[src/rtl/f3_f4_pkg.sv]
// Shared constants and types for the f3/f4 function unit and its built-in sweep self-test.
package f3_f4_pkg;

    localparam logic [15:0] F3_MASK   = 16'h30AA;
    localparam logic [15:0] F4_MASK   = 16'hA0AC;
    localparam int          SWEEP_LEN = 16;

    typedef enum logic [1:0] {
        S_IDLE = 2'd0,
        S_RUN  = 2'd1,
        S_DONE = 2'd2
    } sweep_state_t;

endpackage

[src/rtl/f3_f4_logic.sv]
// Purely combinational f3/f4 evaluation of the 4-bit code {a,b,c,d}.
module f3_f4_logic (
    input  logic a,
    input  logic b,
    input  logic c,
    input  logic d,
    output logic f3,
    output logic f4
);

    assign f3 = (~a & d) | (a & b & ~c);
    assign f4 = (~a & ~b & c) | (b & d);

endmodule

[src/rtl/f3_f4.sv]
// f3/f4 unit with a STAGES-deep output pipeline and an optional exhaustive self-test
// compiled in by the F3F4_SWEEP_EN macro.
module f3_f4
    import f3_f4_pkg::*;
#(
    parameter int STAGES = 1
) (
    input  logic clk,
    input  logic rst,
    input  logic first_in,
    input  logic second_in,
    input  logic third_in,
    input  logic fourth_in,
    input  logic in_valid,
    output logic out3,
    output logic out4,
    output logic out_valid,
    input  logic sweep_start,
    output logic sweep_busy,
    output logic sweep_done,
    output logic sweep_pass
);

    logic f3_comb;
    logic f4_comb;

    f3_f4_logic u_logic (
        .a  (first_in),
        .b  (second_in),
        .c  (third_in),
        .d  (fourth_in),
        .f3 (f3_comb),
        .f4 (f4_comb)
    );

    // Each stage holds {valid, f3, f4}; data loads every cycle regardless of valid.
    logic [2:0] pipe [STAGES];

    always_ff @(posedge clk or posedge rst) begin
        if (rst) begin
            for (int i = 0; i < STAGES; i++) begin
                pipe[i] <= '0;
            end
        end else begin
            pipe[0] <= {in_valid, f3_comb, f4_comb};
            for (int i = 1; i < STAGES; i++) begin
                pipe[i] <= pipe[i-1];
            end
        end
    end

    assign out_valid = pipe[STAGES-1][2];
    assign out3      = pipe[STAGES-1][1];
    assign out4      = pipe[STAGES-1][0];

`ifdef F3F4_SWEEP_EN
    sweep_state_t state;
    sweep_state_t state_next;
    logic [3:0]   cnt;
    logic [15:0]  sig3;
    logic [15:0]  sig4;
    logic         pass_q;
    logic         sweep_f3;
    logic         sweep_f4;

    // Independent instance so the sweep never touches the operand datapath.
    f3_f4_logic u_sweep_logic (
        .a  (cnt[3]),
        .b  (cnt[2]),
        .c  (cnt[1]),
        .d  (cnt[0]),
        .f3 (sweep_f3),
        .f4 (sweep_f4)
    );

    always_comb begin
        state_next = state;
        sweep_busy = 1'b0;
        sweep_done = 1'b0;
        case (state)
            S_IDLE: begin
                if (sweep_start) begin
                    state_next = S_RUN;
                end
            end
            S_RUN: begin
                sweep_busy = 1'b1;
                if (cnt == 4'(SWEEP_LEN - 1)) begin
                    state_next = S_DONE;
                end
            end
            S_DONE: begin
                sweep_done = 1'b1;
                state_next = S_IDLE;
            end
            default: begin
                state_next = S_IDLE;
            end
        endcase
    end

    always_ff @(posedge clk or posedge rst) begin
        if (rst) begin
            state  <= S_IDLE;
            cnt    <= '0;
            sig3   <= '0;
            sig4   <= '0;
            pass_q <= 1'b0;
        end else begin
            state <= state_next;
            if (state == S_RUN) begin
                cnt       <= cnt + 4'd1;
                sig3[cnt] <= sweep_f3;
                sig4[cnt] <= sweep_f4;
            end
            if (state == S_DONE) begin
                pass_q <= (sig3 == F3_MASK) && (sig4 == F4_MASK);
            end
        end
    end

    assign sweep_pass = pass_q;
`else
    logic unused_sweep_start;
    assign unused_sweep_start = sweep_start;
    assign sweep_busy         = 1'b0;
    assign sweep_done         = 1'b0;
    assign sweep_pass         = 1'b0;
`endif

endmodule

[config.mk]
export PLATFORM = sky130hd
export DESIGN_NAME = f3_f4
export DESIGN_NICKNAME = d
export VERILOG_FILES = /design/src/rtl/f3_f4_pkg.sv /design/src/rtl/f3_f4_logic.sv /design/src/rtl/f3_f4.sv
export SDC_FILE = /design/constraint.sdc
export NUM_CORES = 1
export LEC_CHECK = 0
export ABC_AREA = 0
export CAP_MARGIN = 10
export CELL_PAD_IN_SITES_DETAIL_PLACEMENT = 2
export CELL_PAD_IN_SITES_GLOBAL_PLACEMENT = 2
export CORE_AREA = 2 2 39 41
export CTS_CLUSTER_SIZE = 14
export DETAILED_ROUTE_END_ITERATION = 7
export DIE_AREA = 0 0 41 43
export PLACE_DENSITY_LB_ADDON = 0.1
export SYNTH_ARGS = -nofsm -noshare
export SYNTH_HDL_FRONTEND = slang
export SYNTH_SLANG_ARGS = --single-unit
[constraint.sdc]
create_clock -name clk -period 0.82 [get_ports clk]
set_clock_uncertainty 0.2 [all_clocks]
set_input_delay 0.246 -clock clk [delete_from_list [all_inputs] [get_ports clk]]
set_output_delay 0.246 -clock clk [all_outputs]
set_load 0.01 [all_outputs]
# [After elaboration in Yosys (flattened, before gate mapping)]
# Cells that the tools add are included.
[totals] in_bits=8 wordCells=12 reg_bits=3 output_inout_bits=6
[op_classes] n_bitwise=11
[op_table] op="$and A1 B1 Y1" count=6
[op_table] op="$not A1 Y1" count=3
[op_table] op="$or A1 B1 Y1" count=2

# [Logic depth before layout (Yosys ltp)]
[logic_depth] ltp_word=4 mapped_depth=2 ltp_nobuf=2

# [Hierarchy]
# A second synthesis with hierarchy kept.
[hier_totals] hier_cells=13 area_unflattened_um2=131.4
[modules_own_cells] mod="f3_f4" n_inst=1 cells_per_inst=8 seq_area_each_um2=75.1 area_per_inst_um2=105.1
[modules_own_cells] mod="f3_f4_logic" n_inst=1 cells_per_inst=5 seq_area_each_um2=0.0 area_per_inst_um2=26.3

# [Least setup slack after synthesis]
# Ideal clock, no wire load.
[synth_path] kind="reg-to-output" startpoint="register pipe[1] (netlist name)" endpoint="output port out3" path_stages_with_launch=1 n_path_buf=0 slack_ns=-0.002 required_ns=0.374 t_arrival_ns=0.376 path_cell_list="dfrtp_1"
[synth_lines] item="start, declared" line_no="f3_f4.sv:37" rtl="logic [2:0] pipe [STAGES];"
[synth_lines] item="start signal, assigned by index" line_no="f3_f4.sv:47" rtl="pipe[i] <= pipe[i-1];"
[synth_lines] item="end, declared" line_no="f3_f4.sv:15" rtl="output logic out3,"
# No word-level cell between the ends.

# [Final worst setup path]
[layout_path] startpoint="register pipe[2] (netlist name)" endpoint="output port out_valid"
[layout_lines] item="end, declared" line_no="f3_f4.sv:17" rtl="output logic out_valid,"
# No word-level cell between the ends.

==> metrics.md <==
| Metric | Value |
|---|---|
| Status | finished with violations |
| Failing checks | negative hold slack, negative setup slack |
| Core Region | around 1400 um^2 |
| CTS root buf | clkbuf_4 |
| Unrepaired setup endpoints after global routing | true |
| HP Class | primary input to async pin |
| CP top delay family | flip-flops |
| Max Cap Violations | 0 |
| H-tree level count | 1 |
| Reg power frac | 0.336 |
| DRC | 0 |
| RePlAce Congestion | about 0.49 |
| Post-route ant nets | 0 |
| Critical Path AT | about 700 ps |
| Netlist Area Pre-Place | 131 um^2 |
| Buf/Inv on CP | 1 |
| Post-DR vias/cell | 3.02 |
| Internal power | 0.376 mW |
| Worst Setup Start Kind | register |
| Setup ws final | -342 ps |
| Mapped Cells | 13 |
| Pins Over Slew Limit | 0 |
| Via Count | between 100 and 150 |
| Clock power share | 0.530 |
| Vias in the first global route | 116 |
| Sw Ratio | 0.218 |
| Port Buffers | 9 |
| Post-Layout Cell Count | 41 |
| Combinational Power Share | 0.134 |
| Fmax achieved | 0.861 GHz |
| Post-route cell area | 241 um^2 |
| Post-synthesis adder-cell area fraction | 0 |
| Rows | 14 |
| Setup crit end kind | output port |
| CP Data Required Time | 370 ps |
| Fin. Hold Viols | 3 |
| Fin crit period | between 1000 and 1500 ps |
| GRT Total Usage | 0.0433 |
| Peak fanout along the critical path | 1 |
| Die X | 41 um |
| Largest registers | pipe: 3 flops |
| Clock sink count | 3 |
| Synth-to-layout area growth | 83.8% |
| Placed cell area | between 200 and 250 um^2 |
| Kind of critical path | register to output port |
| Final #Nets | 34 |
| Initial antenna violation count | 0 |
| Mux share of post-synthesis cell area | 0 |
| Switch Pwr | roughly 0.10 mW |
| Leakage | 0.123 nW |
| Die height | 43 um |
| I/O pin count | 14 |
| 1st-pass router iterations | 2 |
| Gr ovfl total | 0 |
| Warnings, synthesis | 0 |
| Slowest cell on the critical path | dfrtp_1 |
| Seq/Total Area, Yosys | 0.571 |
| Starting Density | 0.0949 |
| Largest family of logic cells by synthesized area | buffers and inverters |
| CTS tree | done |
| First-pass GRT wire length | a little under 400 um |
| Total wire length | 339 um |
| Flip-flop count of the largest register after layout | 3 |
| Worst vdd ir | 0.292 mV |
| Distinct cells, synth | 8 |
| Dpl cells | 37 |
| Setup-failing EPs final | 3 |
| Largest Register | pipe |
| Commonest cells after routing, fill and taps aside | conb_1 (3), clkbuf_4 (3), dfrtp_1 (3) |
| #FFs+latches synth | 3 |
| Antenna Cells | 0 |
| Clk buf depth | 2 |
| Detailed Route Iter0 Violations | 3 |
| Slowest stage delay, CP | 350 ps |
| Final period utilization | 1.42 |
| Power per Cell Area | 1990 nW/um^2 |
| CTS Buf Count | 3 |
| Setup TNS | -1010 ps |
| Syn Area/Cell | 10.1 um^2 |
| Compound-gate portion of the synthesized area | 0.114 |
| Simple-gate share of the synthesized area | 0.0571 |
| Pin count of the biggest net entering global routing | 4 |
| Xor/xnor share of the synthesized area | 0 |
| CP cell instances | buf_2 |
| CTS clk-pin slew, worst paths | 40 ps |
| Avg WL per Cell | 8.27 um |
| Final hold slack | -9.67 ps |
| # fillers | 167 |
| Full die area | about 1800 um^2 |
| Layout cells sized above 1 | 0.240 |
kinds of logic (layout without fill, tap and decap cells):
family,Yosys count,in the layout
buffers and inverters,5,15
flip-flops,3,3
AO/OA/AOI/OAI,2,2
AND/OR/NAND/NOR,2,2
other,1,3
stage by stage:
stage	power, mW	utilization	worst slack [ps]
after floorplan	0.196	-	-1.59
after global placement	0.239	0.164	-492
after detailed placement	0.240	0.164	-517
after CTS	0.492	0.169	-359
after global routing	0.518	0.175	-368
final	0.481	0.175	-342
routing by layer:
layer	vias to the layer above	routed length (um)	GRT usage
li1	57	-	-
met1	57	95	0.0227
met2	10	171	0.0563
met3	0	73	0.0314
met4	0	0	0.0800
met5	-	0	0
area by class of cell:
cell class	instances	area, um^2	area share
repair buffers	9	78.8	0.326
flip-flops and latches	3	75.1	0.311
multi-input cells	7	33.8	0.140
clock buffers	4	26.3	0.109
well taps	16	20.0	0.0829
inverters	2	7.51	0.0311
power by group through the flow:
stage	registers (mW)	logic, mW	clock network, mW
floorplan	0.168	0.0279	0
global placement	0.163	0.0770	0
detailed placement	0.163	0.0770	0
CTS	0.161	0.0615	0.269
global route	0.162	0.0724	0.284
finish	0.162	0.0646	0.255
repair_timing:
action | 4_1_cts | 5_1_grt
endpoints found under the hold margin | 3 | 0
endpoints found under the setup margin | 5 | 4
gates resized for setup | 17 | 2
pin swaps | 1 | 0
setup buffers | 0 | 0
cells in the mapped netlist (all sizes together):
| library cell | instances | area [um^2] |
|---|---|---|
| buf | 3 | 22.5 |
| nand2 | 1 | 3.75 |
| conb | 1 | 3.75 |
| dfrtp | 3 | 75.1 |
| inv | 2 | 7.51 |
| nor2 | 1 | 3.75 |
| o22ai | 1 | 6.26 |
| a22o | 1 | 8.76 |
final timing paths:
path | slack, ps | startpoint | cells after the start | endpoint
max | -340 | pipe[2]$_DFF_PP0_ | 1 | out_valid
min | -10 | rst | 2 | pipe[2]$_DFF_PP0_
max in group asynchronous | 300 | rst | 2 | pipe[1]$_DFF_PP0_
min in group clk | 160 | third_in | 2 | pipe[1]$_DFF_PP0_
(Power assumes the default switching activity.)
